===== src/rtl/wb_master_pkg.sv =====
// Shared types and constants for the Wishbone burst traffic master.
// States, cycle-type codes and default widths live here.
package wb_master_pkg;

    typedef enum logic {
        IDLE,
        BURST
    } state_t;

    localparam logic [2:0] CTI_CLASSIC = 3'b000;
    localparam logic [2:0] CTI_INCR    = 3'b010;
    localparam logic [2:0] CTI_EOB     = 3'b111;

    localparam int DW_DEF      = 32;
    localparam int AW_DEF      = 26;
    localparam int LEN_W_DEF   = 8;
    localparam int ERR_W_DEF   = 16;
    localparam int TIMEOUT_DEF = 1024;

endpackage


===== src/rtl/wb_rd_checker.sv =====
// Read-data checker: compares acked read beats with the expected pattern
// and keeps a saturating mismatch count that only reset clears.
module wb_rd_checker #(
    parameter int dw    = 32,
    parameter int ERR_W = 16
) (
    input  logic             clk,
    input  logic             rst,
    input  logic             chk,
    input  logic [dw-1:0]    dat,
    input  logic [dw-1:0]    exp_dat,
    output logic [ERR_W-1:0] err_cnt
);

    always_ff @(posedge clk or posedge rst) begin
        if (rst) begin
            err_cnt <= '0;
        end else if (chk && (dat != exp_dat) && (err_cnt != '1)) begin
            err_cnt <= err_cnt + 1'b1;
        end
    end

endmodule


===== src/rtl/wb_burst_master.sv =====
// Wishbone incrementing-burst traffic master with pattern write/check.
// Optional watchdog abort: define WB_BURST_MASTER_TIMEOUT_EN.
module wb_burst_master
    import wb_master_pkg::*;
#(
    parameter int dw          = DW_DEF,
    parameter int AW          = AW_DEF,
    parameter int LEN_W       = LEN_W_DEF,
    parameter int ERR_W       = ERR_W_DEF,
    parameter int TIMEOUT_CYC = TIMEOUT_DEF
) (
    input  logic              wb_clk_i,
    input  logic              wb_rst_i,
    input  logic              sdr_init_done,
    input  logic              cmd_valid,
    output logic              cmd_ready,
    input  logic              cmd_we,
    input  logic [AW-1:0]     cmd_addr,
    input  logic [LEN_W-1:0]  cmd_len,
    input  logic [dw-1:0]     cmd_seed,
    output logic              wb_cyc_o,
    output logic              wb_stb_o,
    output logic              wb_we_o,
    output logic [AW-1:0]     wb_addr_o,
    output logic [dw-1:0]     wb_dat_o,
    output logic [dw/8-1:0]   wb_sel_o,
    output logic [2:0]        wb_cti_o,
    input  logic              wb_ack_i,
    input  logic [dw-1:0]     wb_dat_i,
    output logic              busy,
    output logic              done,
    output logic [ERR_W-1:0]  err_cnt,
    output logic              timeout
);

    state_t            state;
    logic [LEN_W-1:0]  k;
    logic [LEN_W-1:0]  last_idx;
    logic [dw-1:0]     pat;
    logic              ack;
    logic              last;
    logic              abort;

    assign ack       = wb_ack_i && wb_stb_o;
    assign last      = (k == last_idx);
    assign cmd_ready = (state == IDLE) && sdr_init_done;
    assign busy      = (state == BURST);
    assign wb_sel_o  = '1;

    always_ff @(posedge wb_clk_i or posedge wb_rst_i) begin
        if (wb_rst_i) begin
            state     <= IDLE;
            wb_cyc_o  <= 1'b0;
            wb_stb_o  <= 1'b0;
            wb_we_o   <= 1'b0;
            wb_addr_o <= '0;
            wb_dat_o  <= '0;
            wb_cti_o  <= CTI_CLASSIC;
            k         <= '0;
            last_idx  <= '0;
            pat       <= '0;
            done      <= 1'b0;
        end else begin
            done <= 1'b0;
            unique case (state)
                IDLE: begin
                    if (cmd_valid && cmd_ready) begin
                        state     <= BURST;
                        wb_cyc_o  <= 1'b1;
                        wb_stb_o  <= 1'b1;
                        wb_we_o   <= cmd_we;
                        wb_addr_o <= cmd_addr;
                        k         <= '0;
                        // zero-length commands run as a single beat
                        last_idx  <= (cmd_len == '0) ? '0 : cmd_len - 1'b1;
                        pat       <= cmd_seed;
                        wb_dat_o  <= cmd_we ? cmd_seed : '0;
                        wb_cti_o  <= (cmd_len <= LEN_W'(1)) ? CTI_EOB
                                                             : CTI_INCR;
                    end
                end
                BURST: begin
                    if ((ack && last) || abort) begin
                        state    <= IDLE;
                        wb_cyc_o <= 1'b0;
                        wb_stb_o <= 1'b0;
                        wb_we_o  <= 1'b0;
                        wb_dat_o <= '0;
                        wb_cti_o <= CTI_CLASSIC;
                        done     <= 1'b1;
                    end else if (ack) begin
                        k         <= k + 1'b1;
                        wb_addr_o <= wb_addr_o + AW'(dw / 8);
                        pat       <= pat + 1'b1;
                        wb_dat_o  <= wb_we_o ? pat + 1'b1 : '0;
                        wb_cti_o  <= (k + 1'b1 == last_idx) ? CTI_EOB
                                                             : CTI_INCR;
                    end
                end
                default: state <= IDLE;
            endcase
        end
    end

    wb_rd_checker #(
        .dw    (dw),
        .ERR_W (ERR_W)
    ) u_chk (
        .clk     (wb_clk_i),
        .rst     (wb_rst_i),
        .chk     (ack && !wb_we_o),
        .dat     (wb_dat_i),
        .exp_dat (pat),
        .err_cnt (err_cnt)
    );

`ifdef WB_BURST_MASTER_TIMEOUT_EN
    localparam int TW = $clog2(TIMEOUT_CYC + 1);

    logic [TW-1:0] wd_cnt;
    logic          to_r;

    // the cycle that would bring the count to the limit aborts instead
    assign abort   = (state == BURST) && !ack
                     && (wd_cnt == TW'(TIMEOUT_CYC - 1));
    assign timeout = to_r;

    always_ff @(posedge wb_clk_i or posedge wb_rst_i) begin
        if (wb_rst_i) begin
            wd_cnt <= '0;
            to_r   <= 1'b0;
        end else begin
            if ((state != BURST) || ack || abort) wd_cnt <= '0;
            else                                  wd_cnt <= wd_cnt + 1'b1;
            if (abort) to_r <= 1'b1;
        end
    end
`else
    assign abort   = 1'b0;
    assign timeout = 1'b0;
`endif

endmodule


===== config.mk =====
export PLATFORM = sky130hd
export DESIGN_NAME = wb_burst_master
export DESIGN_NICKNAME = d
export VERILOG_FILES = /design/src/rtl/wb_master_pkg.sv /design/src/rtl/wb_rd_checker.sv /design/src/rtl/wb_burst_master.sv
export SDC_FILE = /design/constraint.sdc
export NUM_CORES = 1
export LEC_CHECK = 0
export ABC_CLOCK_PERIOD_IN_PS = 11500
export CAP_MARGIN = 5
export CORE_MARGIN = 4
export CORE_UTILIZATION = 54
export CTS_CLUSTER_DIAMETER = 120
export DETAILED_ROUTE_END_ITERATION = 16
export PLACE_DENSITY_LB_ADDON = 0.2
export SYNTH_ARGS = -nofsm -noshare
export SYNTH_HDL_FRONTEND = slang
export SYNTH_SLANG_ARGS = --single-unit

===== constraint.sdc =====
create_clock -name wb_clk_i -period 11.5 [get_ports wb_clk_i]
set_input_delay 1.725 -clock wb_clk_i [delete_from_list [all_inputs] [get_ports wb_clk_i]]
set_output_delay 1.725 -clock wb_clk_i [all_outputs]
set_load 0.05 [all_outputs]

Word level (Yosys, flattened, before mapping) --
Cells that the tools add are included.
Storage, ports and cells: bits in registers 129, input bits 104
Operators by class: magnitude comparators 1, $add $sub $neg 5, equal/unequal tests 9, reductions and logical operators 13, mux-type cells 35, bitwise logic cells 1
Operator list (count):
- $mux 32 | 8
- $pmux 32 s2 | 2
- $mux 26 | 3
- $pmux 26 s2 | 1
- $add 32x1->32 const B | 1
- $mux 8 | 4
- $ne 32x32->1 | 1
- $add 26x3->26 const B | 1
- $add 16x1->16 const B | 1
- $eq 8x8->1 | 2
- $ne 16x16->1 const B | 1
- $pmux 8 s2 | 1
- $mux 3 | 5
- $add 8x1->8 const B | 1
- $le 8x1->1 const B | 1
- $logic_not 8->1 | 1
- $sub 8x1->8 const B | 1
- $logic_and 1x1->1 | 7
- $mux 1 | 7
- $ne 2x1->1 const B | 3
- $pmux 1 s2 | 3
- $pmux 3 s2 | 1
- $reduce_and 2->1 | 3
- $ne 3x1->1 const B | 1
- other kinds (4) | 4

Depth between registers and ports, before layout --
Gate-level depths: netlist of the first run.
depth after elaboration 6, mapped depth 10, gate-level depth less buffers 7

Hierarchy --
Synthesis of the first run repeated with hierarchy kept, for this count alone.
Unflattened totals: cell total of the unflattened synthesis 910, area total of the unflattened synthesis 7796.2 sq um
By module, submodules not included:
- wb_burst_master | times used 1, cells an instance 798, area each 6695.2 sq um
- wb_rd_checker | times used 1, cells an instance 112, area each 1101.1 sq um

Worst setup path after synthesis of the first run --
Ideal clock, no wire load.
path kind input -> output, start input sdr_init_done, end output cmd_ready, path buffers 0, data required time 9.775 ns, arrival 2.463 ns, path slack 7.312 ns, cell stages on the path 1, cell sequence nor2b_1
On the way: cells in the longest elaborated chain, start to end 1
Ends and longest elaborated chain:
- from (decl) | RTL line wb_burst_master.sv:14 | input logic sdr_init_done,
- $logic_and 1x1->1 | RTL line wb_burst_master.sv:46 | assign cmd_ready = (state == IDLE) && sdr_init_done;
- to (decl) | RTL line wb_burst_master.sv:16 | output logic cmd_ready,
No other way between the ends.

Worst setup path after layout of the first run --
Same ends and word-level chain as after synthesis.

==> run metrics, run 1 <==
status=completed; Yosys reg bits=128; leak pwr=between 4 and 5 nW; hold_buf cts=0; htree depth=4; DP Area=between 9000 and 10000 µm²; Worst Hold Depth=2; die height=129 µm; gpl congestion=between 0.9 and 1; antenna violations before repair=0; Worst setup EP type=output pin; reg2reg setup slack=about 7.4 ns; post-CTS sizing=0; total track usage=28.6%; Fin Clk Skew=roughly 0.0076 ns; headroom to the max-slew limit=between 10% and 20%; Top FF cell, synth=dfrtp_1; maximum vdd drop=between 0.15 and 0.2 mV; Seq/Total Area, Yosys=about two fifths; Post-synth ARST share=between 90% and 100%; pin count of the biggest net entering global routing=66; total die area=16600 µm²; IO buf count=186; top-area cell type share of the netlist area=40.6%; RSZ-0062 raised after global routing=false; Die W=129 µm; Cell Pwr Density=a little under 300 nW/µm²; Mapped Area=around 7900 µm²; Initial Utilization=between 50% and 60%; CP startpoint kind=primary input; clock sinks=between 100 and 150; final setup vio count=0; Fin. Hold Viols=0; Placeable Area=around 14000 µm²; CTS tree=done; worst-margin pin slew=1.23 ns; vias per cell=~6; DRC Markers=0; minimum clock period=4.95 ns; vias=7501; crit path max fanout=2; GR Overflow Total=0; placement row count=43; post-route design area=slightly above 10000 µm²; commonest non-fill, non-tap cell in the layout=clkdlybuf4s50_1; CTS Root Buffer Type=clkbuf_16; n_diodes=0; Cell variety after synth=just under 60; synth warn=0; vias in the first global route=between 7000 and 8000; Worst EP required=roughly 9.8 ns; Layout Area Growth over Synthesis=31.0%; share of cells above drive strength 1=slightly below 9%; final period utilization=a little over two fifths; Max-cap violations=0; Post-CTS Setup Bufs=0; worst skew pair latency=between 0.4 and 0.5 ns; placed insts=around 1200; Fin Setup TNS=0 ns; Final Slew Violations=0; Nets=1132; Pre-Repair DR Iteration Count=5; worst r2r path cells=8; HP Class=reg -> reg; Routed Antenna Nets=0; TritonCTS Buffers=17; Hold Slack=between 0.4 and 0.5 ns; final WL=about 24000 µm; Starting DRT DRC Count=roughly 740; Post-synth EDFFs=0; Clock Path Buffers=2; top post-synthesis cells by area=dfrtp_1, xnor2_1, nor2_1; Arr. time, crit path=between 3 and 4 ns; crit path kind=in -> out; overall power=approximately 3 mW; Max Clk Rate=a little over 200 MHz; Post-Layout Cell Count=between 1000 and 1500; area leader, netlist=dfrtp_1; Detailed Place HPWL=~16000 µm; most frequent cells in the layout=clkdlybuf4s50_1, dfrtp_1, nor2_1; # IOs=192; global-route wire length before repair=37500 µm; cells after synthesis=between 800 and 900; Clock transition at path regs=~0.060 ns; average size of a mapped cell=8.94 µm²; post-DR wirelength/cell=19.6 µm
flip-flops by register name, indices dropped and copies added, names as in the netlist, 2 cells and up:
register       cells
wb_cti_o           2
u_chk.err_cnt     16
pat               32
last_idx           8
k                  8
wb_dat_o          32
wb_addr_o         26
per-layer routing:
layer / part of all wire, % / vias to the layer above / track usage (%)
li1: - / 3437 / -
met1: 41 / 3618 / 38.5
met2: 47 / 392 / 45.4
met3: 8.9 / 54 / 6.27
met4: 2.6 / 0 / 10.6
met5: 0 / - / 0
cell type report:
type                            count  area, µm²
Multi-Input combinational cell    675       4340
Fill cell                        1045       3760
Sequential cell                   128       3200
Timing Repair Buffer              193       1910
Clock buffer                       18        439
Tap cell                          180        225
Clock inverter                     14        189
Inverter                            7       28.8
stage by stage:
stage / worst slack (ns) / util (%)
after floorplan: 6.36 / -
after global placement: 6.25 / 68.9
after detailed placement: 6.19 / 68.9
after CTS: 6.55 / 73.3
after global routing: 6.35 / 73.3
final: 6.55 / 73.3
power breakdown:
part | switching (mW) | leakage, nW | internal (mW)
registers | 0.253 | 1.53 | 0.635
logic | 0.973 | 2.39 | 0.550
clock network | 0.212 | 0.302 | 0.367
cell usage after synthesis (3+ instances only):
| cell type | n |
|---|---|
| dfrtp_1 | 128 |
| nor2_1 | 123 |
| nand2_1 | 100 |
| xnor2_1 | 71 |
| clkbuf_1 | 44 |
| nand3_1 | 41 |
| a21oi_1 | 35 |
| nand4_1 | 34 |
| o21ai_0 | 33 |
| a221oi_2 | 30 |
| and3_1 | 25 |
| xor2_1 | 23 |
| a22oi_1 | 21 |
| o22ai_1 | 17 |
| mux2i_1 | 14 |
| buf_2 | 13 |
| nor3_1 | 9 |
| and2_1 | 8 |
| buf_1 | 7 |
| buf_4 | 7 |
| inv_1 | 7 |
| a31oi_1 | 6 |
| ha_1 | 6 |
| a211oi_1 | 5 |
| nor4_1 | 5 |
| a221o_1 | 4 |
| and4_1 | 4 |
| buf_6 | 4 |
| o211ai_1 | 4 |
| or3_1 | 4 |
| or4_1 | 4 |
| a311oi_1 | 3 |
| a41oi_1 | 3 |
| nand2b_1 | 3 |
| nor2b_1 | 3 |
| nor4_4 | 3 |
| o32ai_1 | 3 |
cells by family (layout without fill, tap and decap cells):
logic type | Yosys count | after routing | share of synthesized area [%]
muxes | 16 | 16 | 2.06
AOI/OAI and AO/OA | 179 | 179 | 17.9
buffers and inverters | 83 | 232 | 4.88
DFF | 128 | 128 | 40.6
xor gates and xnor gates | 95 | 95 | 10.6
other | 2 | 5 | 0.0952
and+or+nand+nor | 374 | 374 | 22.9
adders and majority gates | 6 | 6 | 0.951
critical path: stages:
cell             delay (ns)
clkdlybuf4s50_1        0.47
nor2b_1                0.18
clkdlybuf4s50_1        0.85
path summary, 6_finish.rpt:
path	end	startpoint
max in group asynchronous	last_idx[3]$_DFFE_PP0P_	wb_rst_i
min	wb_addr_o[0]$_DFFE_PP0P_	wb_addr_o[0]$_DFFE_PP0P_
max reg2reg	wb_cti_o[0]$_DFFE_PP0P_	busy$_DFF_PP0_
min in group asynchronous	u_chk.err_cnt[6]$_DFFE_PP0P_	wb_rst_i
min reg2reg	wb_addr_o[0]$_DFFE_PP0P_	wb_addr_o[0]$_DFFE_PP0P_
max	cmd_ready	sdr_init_done
No activity file was read; power rests on OpenSTA's default activity.
==> run 2: changes to the inputs <==
--- a/config.mk
+++ b/config.mk
@@ -5,10 +5,10 @@
 export SDC_FILE = /design/constraint.sdc
 export NUM_CORES = 1
 export LEC_CHECK = 0
-export ABC_CLOCK_PERIOD_IN_PS = 11500
+export ABC_CLOCK_PERIOD_IN_PS = 4900
 export CAP_MARGIN = 5
 export CORE_MARGIN = 4
-export CORE_UTILIZATION = 54
+export CORE_UTILIZATION = 51
 export CTS_CLUSTER_DIAMETER = 120
 export DETAILED_ROUTE_END_ITERATION = 16
 export PLACE_DENSITY_LB_ADDON = 0.2
==> constraint.sdc (replaced) <==
create_clock -name wb_clk_i -period 4.9 [get_ports wb_clk_i]
set_input_delay 0.735 -clock wb_clk_i [delete_from_list [all_inputs] [get_ports wb_clk_i]]
set_output_delay 0.735 -clock wb_clk_i [all_outputs]
set_load 0.05 [all_outputs]
==> run metrics, run 2 (same netlist as run 1, synthesis figures left out) <==
status=completed; Max-cap violations=0 (unchanged); # IOs=192 (unchanged); Final Slew Violations=0 (unchanged); pin count of the biggest net entering global routing=80 (+21%); Worst setup EP type=register; clock sinks=128 (unchanged); vias=7447 (-0.72%); Pre-Repair DR Iteration Count=5 (unchanged); vias in the first global route=7357 (+2.9%); headroom to the max-slew limit=30.2% (+12 points); minimum clock period=3.22 ns; Clock transition at path regs=0.05 ns (about the same); Worst EP required=5.24 ns (-4.54 ns); Post-CTS Setup Bufs=0 (unchanged); post-route design area=10300 µm² (-0.29%); total die area=17500 µm² (+5.5%); CP cell instances=clkdlybuf4s50_1, and3_1, nor2_4, a31oi_1, nand2_1, or3_1, o21ai_0; Fin Clk Skew=0.00744 ns (-0.000200 ns); leak pwr=4.21 nW (-0.17%); Fin Setup TNS=0 ns (unchanged); Layout Area Growth over Synthesis=30.6%; htree depth=4 (unchanged); post-DR wirelength/cell=19.8 µm (+1.3%); crit path kind=in -> reg; n_diodes=0 (unchanged); post-CTS sizing=0 (unchanged); antenna violations before repair=0 (unchanged); final period utilization=65.8%; Die W=132 µm (+2.7%); most frequent cells in the layout=clkdlybuf4s50_1, dfrtp_1, nor2_1; share of cells above drive strength 1=8.39% (-0.31 points); IO buf count=186 (unchanged); Placeable Area=15200 µm² (+7.8%); final WL=24300 µm (+2.2%); die height=132 µm (+2.7%); CP max stage delay=0.77 ns (-0.08 ns); GR Overflow Total=0 (unchanged); placed insts=1195 (+1.0%); HP Class=reg -> reg; Starting DRT DRC Count=705 (-5.1%); worst skew pair latency=0.42 ns (about the same); top flop regs=pat (32), wb_dat_o (32), wb_addr_o (26); commonest non-fill, non-tap cell in the layout=clkdlybuf4s50_1; global-route wire length before repair=39000 µm (+3.8%); maximum vdd drop=0.410 mV (+130%); vias per cell=6.08 (-1.5%); overall power=6.92 mW (+130%); CTS Root Buffer Type=clkbuf_16; placement row count=45 (+4.7%); DP Area=9740 µm² (+0.35%); CTS tree=done; Nets=1136 (+0.35%); worst-margin pin slew=1.04 ns (-0.184 ns); Worst Setup Slack, final=1.68 ns (-4.88 ns); Max Clk Rate=just over 300 MHz; Clock Path Buffers=2 (unchanged); Fin. Hold Viols=0 (unchanged); Cell Pwr Density=671 nW/µm² (+130%); Routed Antenna Nets=0 (unchanged); TritonCTS Buffers=17 (unchanged); final setup vio count=0 (unchanged); CP startpoint kind=primary input; total track usage=27.7% (-0.92 points); RSZ-0062 raised after global routing=false; gpl congestion=0.929 (+1.1%); Detailed Place HPWL=16800 µm (+4.3%); DRC Markers=0 (unchanged); Post-Layout Cell Count=1225 (+0.82%); Initial Utilization=51.9% (-4.1 points); slowest CP cell=a31oi_1; Arr. time, crit path=3.56 ns (+0.34 ns); crit path max fanout=11 (+9); hold_buf cts=0 (unchanged); Setup WS pre-CTS=1.26 ns (-4.93 ns)
==> run 2: critical path, delay by kind of cell <==
kind                   cells  cell delay [ns]
AOI/OAI and AO/OA          2             0.92
buffers and inverters      1             0.51
and+or+nand+nor            4             1.39
==> run 2: layout make-up <==
cell class | instances | area [µm²]
Fill cell | 1208 | 4890
Multi-Input combinational cell | 675 | 4330
Sequential cell | 128 | 3200
Timing Repair Buffer | 197 | 1940
Clock buffer | 24 | 482
Tap cell | 188 | 235
Clock inverter | 6 | 82.6
Inverter | 7 | 28.8
==> run 2: path summary, 6_finish.rpt <==
kind / slack, ns / cells past startpoint / end / from
setup / recovery: 1.68 / 7 / wb_cti_o[0]$_DFFE_PP0P_ / wb_ack_i
hold / removal: 0.49 / 2 / wb_dat_o[22]$_DFFE_PP0P_ / wb_dat_o[22]$_DFFE_PP0P_
setup reg to reg: 1.83 / 7 / wb_cti_o[0]$_DFFE_PP0P_ / busy$_DFF_PP0_
hold reg to reg: 0.49 / 2 / wb_dat_o[22]$_DFFE_PP0P_ / wb_dat_o[22]$_DFFE_PP0P_
max in group asynchronous: 3.03 / 3 / u_chk.err_cnt[15]$_DFFE_PP0P_ / wb_rst_i
min in group asynchronous: 0.90 / 2 / u_chk.err_cnt[0]$_DFFE_PP0P_ / wb_rst_i
==> run 2: stage by stage <==
step | hold slack (ns) | util (%)
2_1_floorplan | 0.469 | -
3_3_place_gp | 0.459 | 64.1
3_5_place_dp | 0.468 | 64.1
4_1_cts | 0.489 | 67.8
5_1_grt | 0.520 | 67.8
6_report | 0.490 | 67.8
==> run 2: layer usage <==
| metal | wire length (µm) | global-route usage, % | vias up |
|---|---|---|---|
| met4 | 388 | 8.08 | 0 |
| met2 | 11900 | 45.1 | 329 |
| met5 | 0 | 0 | - |
| li1 | - | - | 3437 |
| met3 | 1920 | 6.60 | 29 |
| met1 | 10100 | 36.9 | 3652 |
==> run 2: power by group <==
group          internal (mW)  leakage [nW]  switching, mW  total (mW)
Clock                  0.781         0.276          0.456        1.24
Combinational           1.30          2.41           2.33        3.63
Sequential              1.49          1.53          0.561        2.05
Total                   3.57          4.21           3.35        6.92
